--- src/rtl/noc_pkg.sv ---
`default_nettype none
// +--------------------------------------------------------------------------+
// | noc_pkg : shared node mesh stream geometry (word, header and payload).   |
// | Revision : 1.0                                                           |
// +--------------------------------------------------------------------------+
package noc_pkg;
   localparam int STREAM_WIDTH = 144;
   localparam int NET_WIDTH    = 4;
   localparam int PAYLOAD_W    = STREAM_WIDTH - NET_WIDTH;
   localparam int HDR_MSB      = STREAM_WIDTH - 1;
   localparam int HDR_LSB      = STREAM_WIDTH - NET_WIDTH;
   localparam int FANOUT_W     = 2;
   localparam int FIFO_DEPTH   = 4;
endpackage
`default_nettype wire

--- src/rtl/inj_fifo.sv ---
`default_nettype none
// +--------------------------------------------------------------------------+
// | inj_fifo : synchronous request queue with extra-MSB full/empty pointers. |
// | Revision : 1.0                                                           |
// +--------------------------------------------------------------------------+
module inj_fifo #(
   parameter int WIDTH = 146,
   parameter int DEPTH = 4
) (
   input  logic             clk,
   input  logic             rst_n,
   input  logic             i_push,
   input  logic [WIDTH-1:0] i_wdata,
   input  logic             i_pop,
   output logic [WIDTH-1:0] o_rdata,
   output logic             o_full,
   output logic             o_empty
);
   import noc_pkg::*;

   localparam int c_AW = $clog2(DEPTH);

   logic [c_AW:0]      r_wr_ptr;
   logic [c_AW:0]      r_rd_ptr;
   logic [WIDTH-1:0]   r_mem [DEPTH];
   logic               w_do_push;
   logic               w_do_pop;

   assign w_do_push = i_push & ~o_full;
   assign w_do_pop  = i_pop & ~o_empty;

   always_ff @(posedge clk or negedge rst_n) begin
      if (!rst_n) begin
         r_wr_ptr <= '0;
         r_rd_ptr <= '0;
      end else begin
         if (w_do_push) r_wr_ptr <= r_wr_ptr + 1'b1;
         if (w_do_pop)  r_rd_ptr <= r_rd_ptr + 1'b1;
      end
   end

   // Storage carries no reset; the pointers alone define what is valid.
   always_ff @(posedge clk) begin
      if (w_do_push) r_mem[r_wr_ptr[c_AW-1:0]] <= i_wdata;
   end

   assign o_rdata = r_mem[r_rd_ptr[c_AW-1:0]];
   assign o_empty = (r_wr_ptr == r_rd_ptr);
   assign o_full  = (r_wr_ptr[c_AW] != r_rd_ptr[c_AW]) &&
                    (r_wr_ptr[c_AW-1:0] == r_rd_ptr[c_AW-1:0]);
endmodule
`default_nettype wire

--- src/rtl/node_packet_injector.sv ---
`default_nettype none
// +--------------------------------------------------------------------------+
// | node_packet_injector : queues core requests and streams fanout packets   |
// | {dest, payload} into the router local port.     Revision : 1.0           |
// +--------------------------------------------------------------------------+
module node_packet_injector #(
   parameter int STREAM_WIDTH = noc_pkg::STREAM_WIDTH,
   parameter int NET_WIDTH    = noc_pkg::NET_WIDTH,
   parameter int PAYLOAD_W    = noc_pkg::PAYLOAD_W,
   parameter int FANOUT_W     = noc_pkg::FANOUT_W,
   parameter int FIFO_DEPTH   = noc_pkg::FIFO_DEPTH
) (
   input  logic                    clk,
   input  logic                    rst_n,
   input  logic                    req_valid,
   output logic                    req_ready,
   input  logic [NET_WIDTH-1:0]    req_dest,
   input  logic [FANOUT_W-1:0]     req_fanout,
   input  logic [PAYLOAD_W-1:0]    req_payload,
   output logic                    out_valid,
   input  logic                    out_ready,
   output logic [STREAM_WIDTH-1:0] out_stream,
   output logic                    busy,
   output logic [15:0]             sent_count
);
   import noc_pkg::*;

   localparam int         c_ENTRY_W  = NET_WIDTH + FANOUT_W + PAYLOAD_W;
   localparam logic [0:0] c_ST_IDLE  = 1'b0;
   localparam logic [0:0] c_ST_SEND  = 1'b1;

   logic [0:0]           r_state;
   logic                 r_out_valid;
   logic [NET_WIDTH-1:0] r_dest;
   logic [FANOUT_W-1:0]  r_remaining;
   logic [PAYLOAD_W-1:0] r_payload;
   logic [15:0]          r_sent_count;

   logic                 w_fifo_full;
   logic                 w_fifo_empty;
   logic [c_ENTRY_W-1:0] w_head;
   logic [NET_WIDTH-1:0] w_head_dest;
   logic [FANOUT_W-1:0]  w_head_fanout;
   logic [PAYLOAD_W-1:0] w_head_payload;
   logic                 w_handshake;
   logic                 w_last;
   logic                 w_pop;

   inj_fifo #(
      .WIDTH (c_ENTRY_W),
      .DEPTH (FIFO_DEPTH)
   ) u_fifo (
      .clk     (clk),
      .rst_n   (rst_n),
      .i_push  (req_valid),
      .i_wdata ({req_dest, req_fanout, req_payload}),
      .i_pop   (w_pop),
      .o_rdata (w_head),
      .o_full  (w_fifo_full),
      .o_empty (w_fifo_empty)
   );

   assign {w_head_dest, w_head_fanout, w_head_payload} = w_head;

   assign w_handshake = r_out_valid & out_ready;
   assign w_last      = (r_remaining == '0);

   // Pop on IDLE with work pending, or on the last packet's handshake for back-to-back.
   always_comb begin
      w_pop = 1'b0;
      if (r_state == c_ST_IDLE)
         w_pop = ~w_fifo_empty;
      else if (w_handshake && w_last)
         w_pop = ~w_fifo_empty;
   end

   always_ff @(posedge clk or negedge rst_n) begin
      if (!rst_n) begin
         r_state     <= c_ST_IDLE;
         r_out_valid <= 1'b0;
         r_dest      <= '0;
         r_remaining <= '0;
         r_payload   <= '0;
      end else begin
         case (r_state)
            c_ST_IDLE: begin
               if (!w_fifo_empty) r_state <= c_ST_SEND;
            end
            c_ST_SEND: begin
               // First SEND cycle after IDLE only raises valid on the freshly loaded word.
               if (!r_out_valid) begin
                  r_out_valid <= 1'b1;
               end else if (w_handshake) begin
                  if (!w_last) begin
                     r_dest      <= r_dest + 1'b1;
                     r_remaining <= r_remaining - 1'b1;
                  end else if (w_fifo_empty) begin
                     r_state     <= c_ST_IDLE;
                     r_out_valid <= 1'b0;
                  end
               end
            end
            default: r_state <= c_ST_IDLE;
         endcase

         if (w_pop) begin
            r_dest      <= w_head_dest;
            r_remaining <= w_head_fanout;
            r_payload   <= w_head_payload;
         end
      end
   end

   always_ff @(posedge clk or negedge rst_n) begin
      if (!rst_n)
         r_sent_count <= '0;
      else if (w_handshake && (r_sent_count != 16'hFFFF))
         r_sent_count <= r_sent_count + 16'd1;
   end

   assign req_ready  = ~w_fifo_full;
   assign out_valid  = r_out_valid;
   assign out_stream = {r_dest, r_payload};
   assign busy       = (r_state == c_ST_SEND) | ~w_fifo_empty;
   assign sent_count = r_sent_count;
endmodule
`default_nettype wire
--- config.mk ---
export PLATFORM = sky130hd
export DESIGN_NAME = node_packet_injector
export DESIGN_NICKNAME = d
export VERILOG_FILES = /design/src/rtl/noc_pkg.sv /design/src/rtl/inj_fifo.sv /design/src/rtl/node_packet_injector.sv
export SDC_FILE = /design/constraint.sdc
export NUM_CORES = 1
export LEC_CHECK = 0
export CAP_MARGIN = 15
export CORE_MARGIN = 3
export CORE_UTILIZATION = 45
export DETAILED_ROUTE_END_ITERATION = 10
export GPL_ROUTABILITY_DRIVEN = 1
export GPL_TIMING_DRIVEN = 0
export PLACE_DENSITY = 0.63
export SYNTH_ARGS = -nofsm -noshare
export SYNTH_HDL_FRONTEND = slang
export SYNTH_SLANG_ARGS = --single-unit
--- constraint.sdc ---
create_clock -name clk -period 7.75 [get_ports clk]
set_clock_uncertainty 0.05 [all_clocks]
set_input_delay 1.55 -clock clk [delete_from_list [all_inputs] [get_ports clk]]
set_output_delay 1.55 -clock clk [all_outputs]
set_load 0.01 [all_outputs]
==> reports/results.txt <==
Hpwl dp - 35600 µm
Area added between synthesis and finish - 25.3%
Layer carrying the most global-route usage - met2
Post-synth EDFFs - 584
GPL Wtd Cong - 0.752
Die X - 254 µm
Endpoint type of the worst setup path - output port
Crit path cell chain - buf_2 -> xnor2_1 -> nand2_1 -> or3_1 -> clkdlybuf4s50_1
Antenna violations before repair - 9
Row cnt - 90
Worst skew pair latency - 0.60 ns
DRT Wirelength - 57100 µm
Syn Area/Cell - 22.9 µm²
Period utilisation layout - 51.6%
Post-DR wirelength/cell - 23.1 µm
CP endpoint - busy
Synth cell types - 35
Grt met2 use - 29.6%
Buffers added on ports - 312
Cell count after synthesis - 1208
Worst setup SP type - register
RSZ-0062 raised after global routing - false
FF+latch count, synth - 754
Yosys Warn Count - 0
Reg2Reg Depth - 5
CTS Root Buffer Type - clkbuf_16
Fin nets - 1773
Ratio of cells with drive above 1 in the final layout - 27.4%
First-pass GRT wire length - 85800 µm
Clk buf depth - 3
Initial DRC count - 666
CP Class - register to output port
Vias per cell - 5.29
Hold Vio Cnt, Final - 0
Worst vdd ir - 0.218 mV
# resized after CTS - 0
R2R Setup Slk - 4.86 ns
Core Area - 0.0606 mm²
Area leader, netlist - edfxtp_1
Crit-path max cell delay - 0.52 ns
Hold WC Path Type - register to register
Total GRT Usage - 18.0%
Levels on crit path - 5
Total number of vias - 13100
Lkg Pwr - 12.0 nW
GR Util met1 - 23.5%
Tmin final - 4.00 ns
Grt ovf - 0
Critical Path AT - 2.40 ns
Starting Density - 45.7%
Worst Path Max Fanout - 4
Critical Path Start - u_fifo.r_rd_ptr[0]
Most frequent cell after synthesis - edfxtp_1
Max_cap viols - 0
Syn nets - 1366
Sequential fraction of the synthesis area - 78.6%
Crit path max-delay family - buffers and inverters
Ys async rst share - 22.5%
CTS tree - done
Crit-path slowest cell - clkdlybuf4s50_1
I/O pin cnt - 313
Buffer count from post-CTS setup fixing - 0
Fmax - 250 MHz
Normalized max-slew margin - 41.5%
Cell area power density - 406 mW/mm²
Antenna-violating nets left - 0
Die span in y - 254 µm
Crit Reg-Reg Endpoint - u_fifo.r_mem[3][115]
CTS clk-pin slew, worst paths - 0.06 ns
Buf+Inv Stages, Crit Path - 2
Largest net degree at the start of global routing - 71
Status - finished, final reports clean
Critical Path RT - 6.15 ns
Pwr Total - 14.1 mW
Hold Worst Slack - 0.448 ns
DR pass1 iterations - 4
Least-Margin Pin Slew - 0.878 ns
Worst R2R Start - u_fifo.r_rd_ptr[0]
Max Slew Vio Count - 0
Layout filler cell count - 4508
Synth cell count leaders - edfxtp_1 (584), dfrtp_1 (170), mux4_2 (146)
Final setup fails - 0
Synth top area share - 63.3%
Primary FF master, synth - edfxtp_1
Die area - 0.0646 mm²
Clock sink count - 754
Vias in the first global route - 13900
Top cells by area, synth - edfxtp_1 (63%), dfrtp_1 (15%), mux4_2 (12%), mux2_2 (5.7%), xnor2_1 (0.44%)
Number of CTS-inserted buffers - 79
Residual DRC - 0
Cell Area, Synth - 0.0277 mm²
CTS hold repair buffers - 0
GR Util met3 - 5.25%
H-tree levels - 3
## cells in the final DEF (no fill, tap or decap), types with 5 or more instances in the layout
| cell | count |
|---|---|
| mux2_2 | 141 |
| o21ai_0 | 6 |
| xor2_1 | 12 |
| edfxtp_1 | 584 |
| clkbuf_8 | 9 |
| clkinv_1 | 11 |
| nor2_1 | 9 |
| clkbuf_16 | 80 |
| inv_1 | 7 |
| dfrtp_1 | 170 |
| buf_2 | 19 |
| clkdlybuf4s50_1 | 311 |
| xnor2_1 | 14 |
| nand2_1 | 18 |
| nor3_1 | 5 |
| clkbuf_1 | 32 |
| buf_16 | 11 |
| clkinv_2 | 16 |
| bufinv_16 | 5 |
| mux4_2 | 146 |
| buf_4 | 14 |
| nand3_1 | 9 |
| nand4_1 | 6 |
| diode_2 | 6 |
| ha_1 | 8 |
## metrics by stage
step	worst slack [ns]	TNS, ns	instances	cell area [µm²]	utilization, %
after global placement	-3.91	-1728.65	2302	31800	52.5
final	3.75	0	2467	34700	57.3
after global routing	3.61	0	2462	34700	57.3
after detailed placement	3.51	0	2316	32200	53.1
after floorplan	1.84	0	1208	27700	-
after CTS	3.71	0	2461	34700	57.3
## area by class of cell
class | instances | area [µm²] | area share (%)
diodes | 6 | 15.0 | 0.0432
clock buffers | 105 | 2190 | 6.29
plain buffers | 50 | 272 | 0.782
inverters | 7 | 26.3 | 0.0757
well taps | 782 | 978 | 2.82
repair buffers | 326 | 3490 | 10.0
clock inverters | 40 | 345 | 0.994
flip-flops and latches | 754 | 21800 | 62.7
multi-input cells | 397 | 5630 | 16.2
## logic make-up (layout without fill, tap and decap cells)
group / after synthesis / count (layout) / share of synthesized area (%)
multiplexers: 288 / 288 / 17.6
buffers and inverters: 57 / 528 / 1.07
AO/OA/AOI/OAI: 14 / 14 / 0.370
flip-flops: 754 / 754 / 78.6
AND/OR/NAND/NOR: 61 / 61 / 1.11
adder cells (fa/ha/maj): 8 / 8 / 0.361
XOR/XNOR: 26 / 26 / 0.822
other: 0 / 6 / 0
## registers in the layout, summed over array words and instances, names as in the netlist
name	flops
out_valid	1
r_dest	4
r_payload	140
r_remaining	2
r_state	1
sent_count	16
u_fifo.r_mem	584
u_fifo.r_rd_ptr	3
u_fifo.r_wr_ptr	3
## worst min path at each step
stage                             from                  to  slack [ns]  cells after the start
finish                       r_dest[3]           r_dest[3]        0.45                      1
global route             r_payload[20]       r_payload[20]        0.46                      1
detailed placement           r_dest[3]           r_dest[3]        0.43                      1
global placement             r_dest[3]           r_dest[3]        0.42                      1
CTS                          r_dest[3]           r_dest[3]        0.45                      1
floorplan           u_fifo.r_wr_ptr[2]  u_fifo.r_wr_ptr[2]        0.45                      1
## per-layer routing
| layer | wire length (µm) | up-vias |
|---|---|---|
| li1 | - | 5770 |
| met1 | 23400 | 6877 |
| met2 | 28600 | 296 |
| met3 | 3810 | 104 |
| met4 | 1230 | 8 |
| met5 | 57 | - |
## report_power, final
part | total (mW) | internal [mW] | switching [mW]
clock network | 3.64 | 2.15 | 1.48
logic | 4.51 | 2.42 | 2.09
registers | 5.97 | 5.57 | 0.397
total | 14.1 | 10.1 | 3.97
(Power assumes the default switching activity.)
